**src/rtl/fetch_queue.sv**
```systemverilog
// fetch_queue: instruction fetch stage. Owns the fetch PC, keeps at most one
// request outstanding to a variable-latency instruction memory, and buffers
// returned {pc, instr} pairs in a small FIFO for the decode/execute stage.
// A redirect flushes the FIFO and discards whatever fetch is still in flight.
//
// state   | meaning
// ST_REQ  | may issue a request (when the FIFO has room)
// ST_WAIT | one request outstanding, its data will be kept
// ST_DROP | one request outstanding, its data will be thrown away
module fetch_queue #(
    parameter int unsigned DEPTH    = 4,
    parameter logic [31:0] RESET_PC = 32'h0000_0000
) (
    input  logic        clk,
    input  logic        rst,
    output logic        imem_req,
    output logic [31:0] imem_addr,
    input  logic        imem_gnt,
    input  logic        imem_rvalid,
    input  logic [31:0] imem_rdata,
    input  logic        redirect,
    input  logic [31:0] redirect_pc,
    output logic        out_valid,
    input  logic        out_ready,
    output logic [31:0] out_pc,
    output logic [31:0] out_instr
);

    localparam int PW = $clog2(DEPTH);
    localparam int CW = PW + 1;
    localparam logic [CW-1:0] DEPTH_C = CW'(DEPTH);

    typedef enum logic [1:0] {
        ST_REQ,
        ST_WAIT,
        ST_DROP
    } state_t;

    state_t        state_q;
    logic [31:0]   fetch_pc_q;
    logic [31:0]   req_pc_q;
    logic [31:0]   pc_mem_q    [DEPTH];
    logic [31:0]   instr_mem_q [DEPTH];
    logic [PW-1:0] wr_ptr_q, wr_ptr_d;
    logic [PW-1:0] rd_ptr_q, rd_ptr_d;
    logic [CW-1:0] count_q, count_d;
    logic          full;
    logic          issue;
    logic          push;
    logic          pop;

    assign full      = (count_q == DEPTH_C);
    // Outputs are forced quiet while reset is held so nothing leaks out
    // before the registers have been cleared.
    assign imem_req  = !rst && (state_q == ST_REQ) && !full;
    assign imem_addr = fetch_pc_q;
    assign issue     = imem_req && imem_gnt;
    assign push      = (state_q == ST_WAIT) && imem_rvalid && !redirect;
    assign out_valid = !rst && (count_q != '0);
    assign pop       = out_valid && out_ready;
    assign out_pc    = pc_mem_q[rd_ptr_q];
    assign out_instr = instr_mem_q[rd_ptr_q];

    // Next FIFO pointers and occupancy; a redirect empties the queue outright.
    always_comb begin
        wr_ptr_d = wr_ptr_q;
        rd_ptr_d = rd_ptr_q;
        count_d  = count_q;
        if (redirect) begin
            wr_ptr_d = '0;
            rd_ptr_d = '0;
            count_d  = '0;
        end else begin
            if (push) wr_ptr_d = wr_ptr_q + PW'(1);
            if (pop)  rd_ptr_d = rd_ptr_q + PW'(1);
            if (push && !pop)      count_d = count_q + CW'(1);
            else if (!push && pop) count_d = count_q - CW'(1);
        end
    end

    // FIFO pointer and occupancy registers.
    always_ff @(posedge clk) begin
        if (rst) begin
            wr_ptr_q <= '0;
            rd_ptr_q <= '0;
            count_q  <= '0;
        end else begin
            wr_ptr_q <= wr_ptr_d;
            rd_ptr_q <= rd_ptr_d;
            count_q  <= count_d;
        end
    end

    // FIFO storage; contents need no reset since occupancy gates visibility.
    always_ff @(posedge clk) begin
        if (push) begin
            pc_mem_q[wr_ptr_q]    <= req_pc_q;
            instr_mem_q[wr_ptr_q] <= imem_rdata;
        end
    end

    // Fetch FSM together with the fetch PC and the PC of the outstanding request.
    always_ff @(posedge clk) begin
        if (rst) begin
            state_q    <= ST_REQ;
            fetch_pc_q <= RESET_PC;
            req_pc_q   <= RESET_PC;
        end else if (redirect) begin
            fetch_pc_q <= redirect_pc & 32'hFFFF_FFFC;
            case (state_q)
                // A request granted in the redirect cycle is still owed a response.
                ST_REQ:  state_q <= issue ? ST_DROP : ST_REQ;
                ST_WAIT: state_q <= imem_rvalid ? ST_REQ : ST_DROP;
                // Already draining; a response landing this very cycle ends the
                // drain, otherwise keep waiting for it.
                ST_DROP: state_q <= imem_rvalid ? ST_REQ : ST_DROP;
                default: state_q <= ST_REQ;
            endcase
        end else begin
            case (state_q)
                ST_REQ: begin
                    if (issue) begin
                        req_pc_q   <= fetch_pc_q;
                        fetch_pc_q <= fetch_pc_q + 32'd4;
                        state_q    <= ST_WAIT;
                    end
                end
                ST_WAIT: begin
                    if (imem_rvalid) state_q <= ST_REQ;
                end
                ST_DROP: begin
                    if (imem_rvalid) state_q <= ST_REQ;
                end
                default: state_q <= ST_REQ;
            endcase
        end
    end

endmodule

```
**config.mk**
```make
export PLATFORM = sky130hd
export DESIGN_NAME = fetch_queue
export DESIGN_NICKNAME = d
export VERILOG_FILES = /design/src/rtl/fetch_queue.sv
export SDC_FILE = /design/constraint.sdc
export NUM_CORES = 1
export LEC_CHECK = 0
export ABC_AREA = 0
export CAP_MARGIN = 30
export CELL_PAD_IN_SITES_DETAIL_PLACEMENT = 1
export CELL_PAD_IN_SITES_GLOBAL_PLACEMENT = 2
export CORE_MARGIN = 1.5
export CORE_UTILIZATION = 38
export CTS_BUF_LIST = sky130_fd_sc_hd__clkbuf_8
export CTS_CLUSTER_DIAMETER = 100
export DETAILED_ROUTE_END_ITERATION = 8
export PLACE_DENSITY = 0.86
export SKIP_CTS_REPAIR_TIMING = 1
export SLEW_MARGIN = 15
export SYNTH_ARGS = -nofsm -noshare
export SYNTH_HDL_FRONTEND = slang
export SYNTH_SLANG_ARGS = --single-unit
```
**constraint.sdc**
```tcl
create_clock -name clk -period 7.32 [get_ports clk]
set_input_delay 1.464 -clock clk [delete_from_list [all_inputs] [get_ports clk]]
set_output_delay 1.464 -clock clk [all_outputs]
set_load 0.01 [all_outputs]
```
---- Word level (Yosys, flattened, before mapping) ----
Memory sizes are Yosys's and may differ from the RTL's. A register that Yosys moved wholly into a read port is not among the register bits.
Cells that the tools add are included.
word-level totals
  flip-flop bits (word level) ............. 73
  bits in writable memories ............... 256
  input port bits ......................... 70
  memories ................................ 2
cells by class
  add/subtract/negate cells ............... 5
  equality and inequality tests ........... 5
  multiplexer cells ....................... 18
  bitwise operators ....................... 1
  reductions and logical operators ........ 25
memories
  memory       depth  width  read ports  clocked after Yosys merged registers in  write ports  line  RTL
  instr_mem_q  4      32     1           1                                        1            43    logic [31:0] instr_mem_q [DEPTH];
  pc_mem_q     4      32     1           1                                        1            42    logic [31:0] pc_mem_q [DEPTH];
operators with widths
  kind                                                                   count
  32-bit 2-to-1 mux                                                      3
  32-bit by 3-bit adder with 32-bit output, second input constant        1
  2-bit 2-to-1 mux                                                       9
  1-bit logical AND                                                      9
  2-bit case mux with 2 select lines                                     2
  3-bit 2-to-1 mux                                                       2
  2-bit AND reduction                                                    3
  2-bit nonzero test                                                     3
  1-bit logical NOT                                                      5
  2-bit by 1-bit adder with 2-bit output, second input constant          2
  2-bit OR reduction                                                     2
  3-bit by 1-bit adder with 3-bit output, second input constant          1
  3-bit equality test, second input constant                             1
  3-bit by 1-bit != test with 1-bit output, second input constant        1
  3-bit != test, second input constant                                   1
  3-bit AND reduction                                                    1
  3-bit nonzero test                                                     1
  3-bit by 1-bit subtractor with 3-bit output, second input constant     1
  2-bit by 1-bit equality test with 1-bit output, second input constant  1
  2-bit equality test, second input constant                             1
  2-bit logical NOT                                                      1
  1-bit 2-to-1 mux                                                       2
  1-bit inverter                                                         1

---- Logic depth before layout (Yosys ltp) ----
  depth after elaboration ................. 7
  depth in mapped cells ................... 10

---- Worst setup path before layout ----
Ideal clock, no wire load.
  path type ............................... input to output
  start point ............................. in rst
  end point ............................... out out_valid
  arrival time ............................ 2.416 ns
  setup slack ............................. 3.440 ns
  stages .................................. 4
  path buffers ............................ 3
  cell sequence ........................... clkbuf_1 > clkbuf_1 > buf_1 > nor2_1
on the way
  cells in the longest elaborated chain, start to end .. 2
RTL lines
  what               line  RTL
  from (decl)        15    input logic rst,
  1-bit logical NOT  59    assign out_valid = !rst && (count_q != '0);
  1-bit logical AND  59
  to (decl)          23    output logic out_valid,
No other way between the ends.

==> results.txt <==
----------------------------------------------------
[Yosys]
  Most common cell in the netlist ... sky130_fd_sc_hd__edfxtp_1
  Number of flops mapped to enable cells by yosys ... 248
  Share of Yosys cell area claimed by the top area cell type ... 0.600
  Unique cell type count in the Yosys netlist ... 52
  FFs w/ async S/R, synth ... 0
  Mapped Area ... 12400 sq um
  Gate count of the mapped netlist ... 721
  List of most frequent post-synthesis cells ... 248 x sky130_fd_sc_hd__edfxtp_1, 71 x sky130_fd_sc_hd__dfxtp_1, 68 x sky130_fd_sc_hd__nor2_1
  Yosys warns ... 0
  Leading cell types by total area after synthesis ... sky130_fd_sc_hd__edfxtp_1 60%, sky130_fd_sc_hd__dfxtp_1 11%, sky130_fd_sc_hd__mux4_2 11%
  Top FF cell, synth ... sky130_fd_sc_hd__edfxtp_1
  Dominant cell type by area after synthesis ... sky130_fd_sc_hd__edfxtp_1
  Average cell area after synthesis ... 17.2 sq um
  Synthesis-stage register bit count ... 319
  Share of the yosys chip area belonging to registers ... 0.715

[Worst setup path]
  Largest fanout of any net on the critical path ... 33
  Kind of end point of the critical path ... output port
  Crit Path Category ... reg -> out
  Data required time of the worst path ... 5860 ps
  Startpoint Class ... flop
  Beginning of the worst register-to-register path ... imem_addr[7]
  FF-to-FF setup slack ... 4560 ps
  RR Endpoint ... imem_addr[24]
  Cell count of the worst reg-to-reg path ... 4
  Worst endpoint data arrival time ... 3200 ps

[Clock network]
  TritonCTS Buffers ... 53
  Clock tree from TritonCTS ... built
  Clock-pin slew on the worst setup and hold paths ... 60 ps
  CTS Root Buffer Type ... sky130_fd_sc_hd__clkbuf_8
  Clock latency at the later pin of the worst-skew pair ... 570 ps
  CTS Buffer Depth ... 3
  H-tree depth reported by CTS ... 2
  Sinks on Clock Net ... 319

[Outcome]
  Result of the run ... finished clean

[Timing]
  Final hold vios ... 0
  Fin worst setup slack ... 2660 ps
  Post-layout minimum cycle time ... 4660 ps
  Final period util ... 0.636
  Count of final max-slew check failures ... 0
  Setup-violating endpoint count in the final report ... 0
  Maximum clock rate ... 215 MHz
  Unrepaired setup endpoints after global routing ... false
  Clock tree skew after final layout ... 27.5 ps
  Max transition margin ... 0.430
  Setup TNS Final ... 0 ps
  Worst-margin pin slew ... 852 ps
  Hold_ws ... 489 ps

[Power and ir drop]
  Worst vdd ir ... 0.105 mV
  Overall Power ... 3.56 mW
  Reported leakage power ... 4.98 nW
  P per Cell Area ... 229 nW/um^2

[Floorplanning]
  Horizontal die dimension ... 184 um
  Die Area ... 33700 sq um
  Top-level port count ... 168
  Standard cell core area ... 31900 sq um
  Count of standard-cell rows ... 65
  Starting density of the core ... 0.389
  Chip Height ... 184 um

[Global routing]
  Pin count of the biggest net entering global routing ... 54
  Vias in the first global route ... 7553
  Total routing usage reported by global routing ... 0.173
  GR Overflow Total ... 0
  Number of antenna violations at the first check in global routing ... 0
  Wire length of the first global-routing pass ... 44100 um

[Placement]
  RD Place Congestion ... 0.731
  Worst-case setup slack after placement ... 3150 ps
  Post-DP Area ... 14600 sq um
  Total placed cells including tap cells ... 1286
  HPWL after detailed placement ... 18100 um
  Number of I/O port buffers ... 161

[Detailed routing]
  Antenna Violating Nets Remaining ... 0
  Routed length per placed instance ... 21.1 um
  Number of iterations in the first detailed-routing pass ... 7
  Count of unresolved DRC violations after routing ... 0
  Detail-routed via count per cell ... 5.20
  Via total after detailed routing ... 7158
  Total routed wirelength ... 29100 um
  Initial detailed-routing violation count ... 282

[Min path]
  Number of stages on the worst hold path ... 0
  Origin of the worst min-delay path ... req_pc_q[13]
  Hold WC Path Type ... reg -> reg
  Endpoint of the worst hold path ... pc_mem_q[1][13]

[Layout]
  Final std cells w/o fill ... 1377
  Area growth from synthesis to layout ... 25.2%
  Layout cells sized above 1 ... 0.156
  Fraction of the core area covered by cells at the end of the flow ... 0.487
  Final antenna diode count ... 0
  Layout Nets ... 987
  Post-layout instance area ... 15500 sq um

[Flow run]
  Max Cap Viol ... 0

----------------------------------------------------
-- sequential cells by signal, summed over array words and instances (netlist names), named ones only --
signal       flops
rd_ptr_q         2
pc_mem_q       120
req_pc_q        30
imem_addr       30
state_q          2
wr_ptr_q         2
instr_mem_q    128
count_q          3
-- critical path, cell delays in order, from the launching register on --
cell and delay (ps):
sky130_fd_sc_hd__dfxtp_4 850, sky130_fd_sc_hd__buf_4 620, sky130_fd_sc_hd__mux4_2 570, sky130_fd_sc_hd__clkdlybuf4s50_1 540
-- worst max-delay path by stage --
stage,startpoint,to,depth (start not counted)
floorplan,rst,out_valid,4
global placement,flop,out_instr[18],3
detailed placement,flop,out_pc[30],3
CTS,flop,out_pc[30],3
global route,flop,out_instr[18],3
finish,flop,out_pc[26],3
-- kinds of logic after synthesis --
family,share of synthesized area
AOI/OAI and AO/OA,0.0379
buffers and inverters,0.0178
muxes,0.138
other,0.000302
adders and majority gates,0.0107
DFF,0.715
xor gates and xnor gates,0.00847
and+or+nand+nor,0.0723
-- power breakdown --
part	leakage (nW)	switching, mW	total (mW)	internal, mW
combinational	1.58	0.0711	0.157	0.0857
sequential	2.85	0.0329	1.99	1.96
clock	0.545	0.663	1.41	0.748
-- area by class of cell --
class,count,area (sq um)
Clock buffer,54,743
Clock inverter,36,194
Fill cell,3096,16300
Inverter,9,33.8
Multi-Input combinational cell,353,3340
Sequential cell,319,8880
Tap cell,435,544
Timing Repair Buffer,171,1800
-- layer usage --
metal / track usage / vias to the layer above / share of wire
li1: - / 3261 / -
met1: 0.224 / 3686 / 0.44
met2: 0.298 / 169 / 0.50
met3: 0.0313 / 42 / 0.041
met4: 0.0498 / 0 / 0.019
met5: 0 / - / 0
-- cells in the final DEF (no fill, tap or decap), drive strengths merged, types with 2 or more instances in the layout --
cell type	count
or3	5
o21ai	10
xor2	6
nor3b	4
edfxtp	248
nor2	68
mux2i	31
nand4	8
a211oi	8
nor3	7
nor4	2
o31a	2
nand2	18
clkbuf	54
mux4	62
buf	11
xnor2	6
ha	9
nor2b	2
a311oi	17
o21a	2
inv	26
clkdlybuf4s50	160
or4	17
a21oi	6
conb	4
dfxtp	71
clkinv	17
o31ai	13
nand3	14
and2	5
bufinv	2
and3	8
and4	5
nand3b	2
Note: power is estimated with default switching activity, not from simulation.
